**src/rtl/wave_seq_pkg.sv**
```systemverilog
// Shared types for the wave sequencer: quadrant encoding, mode constants and helpers.
package wave_seq_pkg;

  // Encoding is {phase, sign} so the outputs fall straight out of the state bits.
  typedef enum logic [1:0] {
    Q0 = 2'b00,
    Q1 = 2'b10,
    Q2 = 2'b01,
    Q3 = 2'b11
  } quad_e;

  localparam logic [1:0] MODE_TRI = 2'b00;
  localparam logic [1:0] MODE_SQR = 2'b01;
  localparam logic [1:0] MODE_SAW = 2'b10;

  function automatic quad_e next_quad(input quad_e q);
    quad_e n;
    case (q)
      Q0:      n = Q1;
      Q1:      n = Q2;
      Q2:      n = Q3;
      default: n = Q0;
    endcase
    return n;
  endfunction

  // The unused encoding 11 behaves as triangle, so it is folded at latch time.
  function automatic logic [1:0] sanitize_mode(input logic [1:0] m);
    return (m == 2'b11) ? MODE_TRI : m;
  endfunction

endpackage

```
**src/rtl/wave_seq_prescaler.sv**
```systemverilog
// Sample-rate prescaler: one tick every div+1 enabled cycles; div is sampled on reload.
module wave_seq_prescaler #(
  parameter int unsigned DIV_W = 4
) (
  input  logic             clk,
  input  logic             rst,
  input  logic             en,
  input  logic             restart,
  input  logic [DIV_W-1:0] div,
  output logic             tick
);

  logic [DIV_W-1:0] cnt_d, cnt_q;

  always_comb begin
    cnt_d = cnt_q;
    tick  = 1'b0;
    if (restart) begin
      cnt_d = div;
    end else if (en) begin
      if (cnt_q == '0) begin
        tick  = 1'b1;
        cnt_d = div;
      end else begin
        cnt_d = cnt_q - DIV_W'(1);
      end
    end
  end

  always_ff @(posedge clk or negedge rst) begin
    if (!rst) begin
      cnt_q <= '0;
    end else begin
      cnt_q <= cnt_d;
    end
  end

endmodule

```
**src/rtl/wave_sequencer.sv**
```systemverilog
// Quadrant-based triangle/square/sawtooth generator with prescaled sample rate.
// Define WAVE_SEQ_REG_OUT_EN to register sample/phase/sign/co (one cycle of latency).
module wave_sequencer
  import wave_seq_pkg::*;
#(
  parameter int unsigned WIDTH = 8,
  parameter int unsigned DIV_W = 4
) (
  input  logic             clk,
  input  logic             rst,
  input  logic             en,
  input  logic             restart,
  input  logic [1:0]       mode,
  input  logic [DIV_W-1:0] div,
  output logic             phase,
  output logic             sign,
  output logic [WIDTH:0]   sample,
  output logic             co
);

  localparam logic [WIDTH-1:0] CntMax = '1;
  localparam logic [WIDTH:0]   Mid    = {1'b1, {WIDTH{1'b0}}};

  quad_e            state_d, state_q;
  logic [WIDTH-1:0] cnt_d, cnt_q;
  logic [1:0]       mode_d, mode_q;
  logic             tick;
  logic             adv;

  logic             phase_c, sign_c, co_c;
  logic [WIDTH:0]   sample_c;

  wave_seq_prescaler #(
    .DIV_W(DIV_W)
  ) u_prescaler (
    .clk    (clk),
    .rst    (rst),
    .en     (en),
    .restart(restart),
    .div    (div),
    .tick   (tick)
  );

  always_comb begin
    state_d = state_q;
    cnt_d   = cnt_q;
    mode_d  = mode_q;
    adv     = 1'b0;
    if (restart) begin
      state_d = Q0;
      cnt_d   = '0;
      mode_d  = sanitize_mode(mode);
    end else if (tick) begin
      if (mode_q == MODE_SAW) begin
        cnt_d = cnt_q + WIDTH'(1);
        adv   = (cnt_q == CntMax);
      end else if (state_q == Q0 || state_q == Q2) begin
        if (cnt_q == CntMax) begin
          adv = 1'b1;
        end else begin
          cnt_d = cnt_q + WIDTH'(1);
        end
      end else begin
        if (cnt_q == '0) begin
          adv = 1'b1;
        end else begin
          cnt_d = cnt_q - WIDTH'(1);
        end
      end
      if (adv) begin
        state_d = next_quad(state_q);
        // New mode only takes hold at a period boundary so a waveform is never torn.
        if (state_q == Q3) begin
          mode_d = sanitize_mode(mode);
        end
      end
    end
  end

  always_ff @(posedge clk or negedge rst) begin
    if (!rst) begin
      state_q <= Q0;
      cnt_q   <= '0;
      mode_q  <= MODE_TRI;
    end else begin
      state_q <= state_d;
      cnt_q   <= cnt_d;
      mode_q  <= mode_d;
    end
  end

  always_comb begin
    phase_c = state_q[1];
    sign_c  = state_q[0];
    co_c    = adv;
    case (mode_q)
      MODE_SQR: sample_c = sign_c ? '0 : '1;
      MODE_SAW: sample_c = {sign_c, phase_c, cnt_q[WIDTH-1:1]};
      default:  sample_c = sign_c ? (Mid - {1'b0, cnt_q}) : (Mid + {1'b0, cnt_q});
    endcase
  end

`ifdef WAVE_SEQ_REG_OUT_EN
  logic           phase_q, sign_q, co_q;
  logic [WIDTH:0] sample_q;

  always_ff @(posedge clk or negedge rst) begin
    if (!rst) begin
      phase_q  <= 1'b0;
      sign_q   <= 1'b0;
      co_q     <= 1'b0;
      sample_q <= Mid;
    end else begin
      phase_q  <= phase_c;
      sign_q   <= sign_c;
      co_q     <= co_c;
      sample_q <= sample_c;
    end
  end

  assign phase  = phase_q;
  assign sign   = sign_q;
  assign co     = co_q;
  assign sample = sample_q;
`else
  assign phase  = phase_c;
  assign sign   = sign_c;
  assign co     = co_c;
  assign sample = sample_c;
`endif

endmodule

```
**config.mk**
```make
export PLATFORM = sky130hd
export DESIGN_NAME = wave_sequencer
export DESIGN_NICKNAME = d
export VERILOG_FILES = /design/src/rtl/wave_seq_pkg.sv /design/src/rtl/wave_seq_prescaler.sv /design/src/rtl/wave_sequencer.sv
export SDC_FILE = /design/constraint.sdc
export NUM_CORES = 1
export LEC_CHECK = 0
export BUFFER_PORTS_ARGS = -buffer_cell sky130_fd_sc_hd__buf_2
export CORE_ASPECT_RATIO = 1.5
export CORE_MARGIN = 2
export CORE_UTILIZATION = 60
export DETAILED_ROUTE_END_ITERATION = 8
export GPL_TIMING_DRIVEN = 1
export PLACE_DENSITY_LB_ADDON = 0.3
export REMOVE_ABC_BUFFERS = 1
export SLEW_MARGIN = 0
export SYNTH_ARGS = -nofsm -noshare
export SYNTH_HDL_FRONTEND = slang
export SYNTH_HIERARCHICAL = 1
export SYNTH_SLANG_ARGS = --single-unit
export TNS_END_PERCENT = 100
```
**constraint.sdc**
```tcl
create_clock -name clk -period 4.6 [get_ports clk]
set_input_delay 1.15 -clock clk [delete_from_list [all_inputs] [get_ports clk]]
set_output_delay 1.15 -clock clk [all_outputs]
set_load 0.01 [all_outputs]
```
==> Word-level counts from Yosys, hierarchy flattened <==
Cells that the tools add are included.
W data, S select, Z words.
{ "word_totals": {"elab_cells": 61, "reg_bits": 16, "in_bits": 10, "out_inout_bits": 12} }
{ "op_classes": {"n_addsub": 5, "n_reduce_logical": 11, "n_mux": 32, "n_eq_ne": 9} }
{ "ops": {"columns": ["operator", "n"], "rows": [
  ["$mux W8", 6],
  ["$mux W9", 2],
  ["$pmux W9 S2", 1],
  ["$mux W2", 8],
  ["$mux W4", 3],
  ["$mux W1", 11],
  ["$add A9 B8 Y9 const A", 1],
  ["$sub A9 B8 Y9 const A", 1],
  ["$add A8 B1 Y8 const B", 1],
  ["$eq A2 B2 Y1 const B", 4],
  ["$eq A8 B8 Y1 const B", 1],
  ["$logic_not A8 Y1", 1],
  ["$ne A4 B4 Y1 const B", 2],
  ["$reduce_bool A2 Y1", 4],
  ["$sub A8 B1 Y8 const B", 1],
  ["$pmux W2 S3", 1],
  ["$reduce_and A3 Y1", 2],
  ["$eq A2 B1 Y1 const B", 2],
  ["$logic_not A4 Y1", 1],
  ["$sub A4 B1 Y4 const B", 1],
  ["$logic_not A2 Y1", 1],
  ["$reduce_and A2 Y1", 1],
  ["$logic_or A1 B1 Y1", 1]
]} }

==> Depth between registers and ports, before layout <==
{ "depth": {"ltp_word": 9, "mapped_depth": 9, "ltp_nobuf": 8} }

==> Modules after synthesis <==
The synthesis kept the hierarchy.
{ "by_module_without_submodules": {"columns": ["module", "seq_area_each_um2", "cells_per_inst", "area_each_um2", "instances"], "rows": [
  ["wave_sequencer", 300.3, 143, 1213.7, 1],
  ["wave_seq_prescaler", 100.1, 34, 286.5, 1]
]} }

==> Worst setup path after synthesis <==
OpenSTA, ideal clock, no wires.
{ "synth_path": {"path_kind": "input -> output", "start": "input port restart", "end": "output port co", "arrival_ps": 2092, "stages": 4, "path_buffers": 1, "path_slack_ps": 1358, "path_cell_list": "buf_2 > nor3b_1 > o21ai_1 > nor2_1"} }
{ "synth_between": {"elab_chain_len": 3} }
{ "synth_lines": {"columns": ["item", "line_no", "rtl"], "rows": [
  ["start: declaration", "wave_sequencer.sv:12", "input logic restart,"],
  ["$mux W1", "wave_seq_prescaler.sv:18", "if (restart) begin"],
  ["named net tick", "wave_sequencer.sv:27", "logic tick;"],
  ["$mux W1", "wave_sequencer.sv:53", "end else if (tick) begin"],
  ["$mux W1", "wave_sequencer.sv:49", "if (restart) begin"],
  ["end: declaration", "wave_sequencer.sv:18", "output logic co"]
]} }
The timed path passes the listed nets, and every way through them passes these cells.

==> Final worst setup path <==
{ "layout_path": {"start": "register state_q[0]", "end": "output port co"} }
{ "layout_between": {"elab_chain_len": 8} }
{ "layout_lines": {"columns": ["item", "line_no", "rtl"], "rows": [
  ["start: declaration", "wave_sequencer.sv:24", "quad_e state_d, state_q;"],
  ["start signal: assignment", "wave_sequencer.sv:86", "state_q <= state_d;"],
  ["$eq A2 B1 Y1 or $logic_not A2 Y1 (tied branches)", "wave_sequencer.sv:57", "end else if (state_q == Q0 || state_q == Q2) begin"],
  ["$logic_or A1 B1 Y1 *", "wave_sequencer.sv:57", null],
  ["$mux W1 *", "wave_sequencer.sv:57", null],
  ["$mux W1 *", "wave_sequencer.sv:54", "if (mode_q == MODE_SAW) begin"],
  ["$mux W1 *", "wave_sequencer.sv:53", null],
  ["$mux W1 *", "wave_sequencer.sv:49", null],
  ["$mux W1 *", "wave_sequencer.sv:53", null],
  ["$mux W1 *", "wave_sequencer.sv:49", null]
]} }
Mark *: on every way between the ends. The rest lies on a longest branch, timed or not. The select of a mux whose other input is x is not followed.

==> results_dict.tcl <==
set metrics [dict create \
    avgSynthCellArea_sq_um 8.48 \
    whs_path_depth 2 \
    clk_pin_slew_ns 0.11 \
    drc_errors 0 \
    max-clock-path-buffers 2 \
    pin_count 22 \
    fin_setup_tns_ns 0 \
    synth_cells 177 \
    grt_pass1_wl_um 5890 \
    rrSetupSlack_ns 1.87 \
    place.gp.congestion 0.909 \
    track_usage 0.269 \
    cts_setup_buffers 0 \
    synth_area_leaders "dfrtp_1 27%, ha_1 7.5%, nor2_1 5.8%" \
    grt_pass1_vias 1247 \
    p_seq_frac 0.442 \
    via_per_inst 6.29 \
    clk-insertion-delay-late_ns 0.30 \
    grt_max_degree 22 \
    cts_root_buffer "clkbuf_4" \
    num_vias 1334 \
    whs_endpoint "mode_q[1]" \
    hp-class "reg -> reg" \
    rsz0062_at_grt "no" \
    finalHoldViolations 0 \
    synth_top_area_share 0.267 \
    synth_top_family_by_area "simple AND/OR/NAND/NOR gates" \
    synth_xor_area_frac 0.0642 \
    p_comb_frac 0.285 \
    slew_headroom 0.638 \
    p_per_area_nw_per_um2 223 \
    leakage_nw 0.667 \
    crit_type "reg -> out" \
    clkPwrFrac 0.273 \
    ctsHoldBuffers 0 \
    final_nets 208 \
    nFillCells 227 \
    synthSimpleGateAreaFrac 0.267 \
    dp_hpwl_um 2700 \
    tightest_slew_ns 0.540 \
    maxCapViolations 0 \
    die_h_um 65.2 \
    p_sw_mw 0.118 \
    die_w_um 44.8 \
    area_delta_synth_final_pct 6.01 \
    synthMuxAreaShare 0.0409 \
    totalWireLength_um 3520 \
    yosysWarnings 6 \
    finalCritPeriodShare 0.813 \
    synth-compound-area-share 0.197 \
    ys_ff_latch 16 \
    ys_types 47 \
    synthAdderAreaFrac 0.0751 \
    drt-initial-drc-count 51 \
    critPathCaptureType "output pin" \
    finalSetupViolCount 0 \
    r2r-start "u_prescaler/cnt_q[0]" \
    swShare 0.332 \
    route.antenna.remaining_nets 0 \
    cp.required_ns 3.45 \
    antenna_found_initial 0 \
    intPower_mw 0.237 \
    fin_area_sq_um 1590 \
    fmax_mhz 267 \
    slew_viol_final 0 \
    overflow 0 \
    cts.sink_count 16 \
    fin_crit_ns 3.74 \
    antenna-diode-count 0 \
    rows 22 \
    r2r_cells 8 \
    coreArea_sq_um 2420 \
    htreeDepth 1 \
    cts_tree "built" \
    synth_top_cell_by_area "dfrtp_1" \
    ys_seq_area_frac 0.267 \
    arrival_ns 2.59 \
    cp-startpoint "state_q[0]" \
    numPortBuffers 21 \
    placedInstanceArea_sq_um 1550 \
    cp_max_fo 16 \
    start_util 0.619 \
    dieArea_sq_um 2920 \
    min_from "mode_q[1]" \
    dr.pass1.iters 4 \
    cts_buffers 3 \
    drive_gt1_frac 0.207 \
    ir_worst_vdd_mv 0.198 \
    cts_resized 0 \
    fin_skew_ns 0.0140 \
    wire_per_inst_um 16.6 \
    outcome "finished clean" \
    p_total_mw 0.355 \
    synth.cell_area_sq_um 1500 \
    utilization 0.657 \
    cp-start-kind "register" \
    r2r_end "cnt_q[7]" \
]
==> sequential cells by signal (all words and copies together), names as in the netlist <==
register / cells
cnt_q: 8
mode_q: 2
state_q: 2
u_prescaler/cnt_q: 4
==> per-layer routing <==
metal	global-route usage	share of wire	up-vias
met5	0	0	-
met4	0.0956	0.0097	0
met3	0.0275	0.043	4
met2	0.496	0.55	40
met1	0.308	0.40	627
li1	-	-	663
==> metrics by stage <==
stage	instances	hold slack (ns)	setup WS, ns
after global routing	212	0.614	0.567
after global placement	208	0.543	1.16
after floorplan	163	0.519	1.52
final	212	0.584	0.860
after detailed placement	208	0.571	1.11
after CTS	212	0.586	0.878
==> area by class of cell <==
| type | instances | area [sq um] | share of cell area |
|---|---|---|---|
| Clock buffer | 4 | 36.3 | 0.0228 |
| Multi-Input combinational cell | 133 | 966 | 0.607 |
| Sequential cell | 16 | 400 | 0.252 |
| Tap cell | 24 | 30.0 | 0.0189 |
| Inverter | 14 | 52.6 | 0.0330 |
| Timing Repair Buffer | 21 | 105 | 0.0661 |
==> Yosys cell counts (all sizes together) <==
library cell  count
a211oi           11
a21boi            1
a21oi            11
a221o             2
a22oi             1
a31oi             2
a32oi             1
buf              10
clkbuf            4
dfrtp            16
ha                9
inv              14
mux2              1
mux2i             5
nand2             3
nand2b            4
nand3             6
nand4             7
nor2             23
nor2b             2
nor3              7
nor3b             2
nor4              2
nor4b             1
o21ai             5
o221a             1
o22ai             1
o311ai            1
o31ai             3
or3               2
or3b              3
or4               4
or4b              1
xnor2             8
xor2              3
==> power by group through the flow <==
stage / Clock (mW) / Combinational [mW] / Sequential [mW]
global route: 0.102 / 0.113 / 0.158
finish: 0.0971 / 0.101 / 0.157
floorplan: 0 / 0.0660 / 0.157
detailed placement: 0 / 0.101 / 0.160
global placement: 0 / 0.0957 / 0.159
CTS: 0.0981 / 0.101 / 0.157
==> cell families after synthesis <==
logic type	count (synthesis)
AND/OR/NAND/NOR	67
XOR/XNOR	11
buffers and inverters	28
AO/OA/AOI/OAI	40
adder cells (fa/ha/maj)	9
multiplexers	6
flip-flops	16
==> placed cells by master, fill, tap and decap left out, types with 7 or more instances in the layout <==
cell       n
ha_1       9
inv_1     14
nand4_1    7
a21oi_1   11
dfrtp_1   16
xnor2_1    8
nor2_1    23
a211oi_1   9
buf_2     21
==> worst max-delay path, stage by stage (launching register included) <==
cell and delay [ns]:
dfrtp_1 0.65, inv_1 0.16, ha_1 0.26, nor3_2 0.48, nor3_1 0.14, o21ai_1 0.38, nor2_1 0.07, buf_2 0.15
==> how the worst max path moves through the flow <==
stage	to	slack, ns
after floorplan	co	1.52
after global placement	co	1.16
after detailed placement	co	1.11
after CTS	co	0.88
after global routing	co	0.57
final	co	0.86
(Power assumes the default switching activity.)
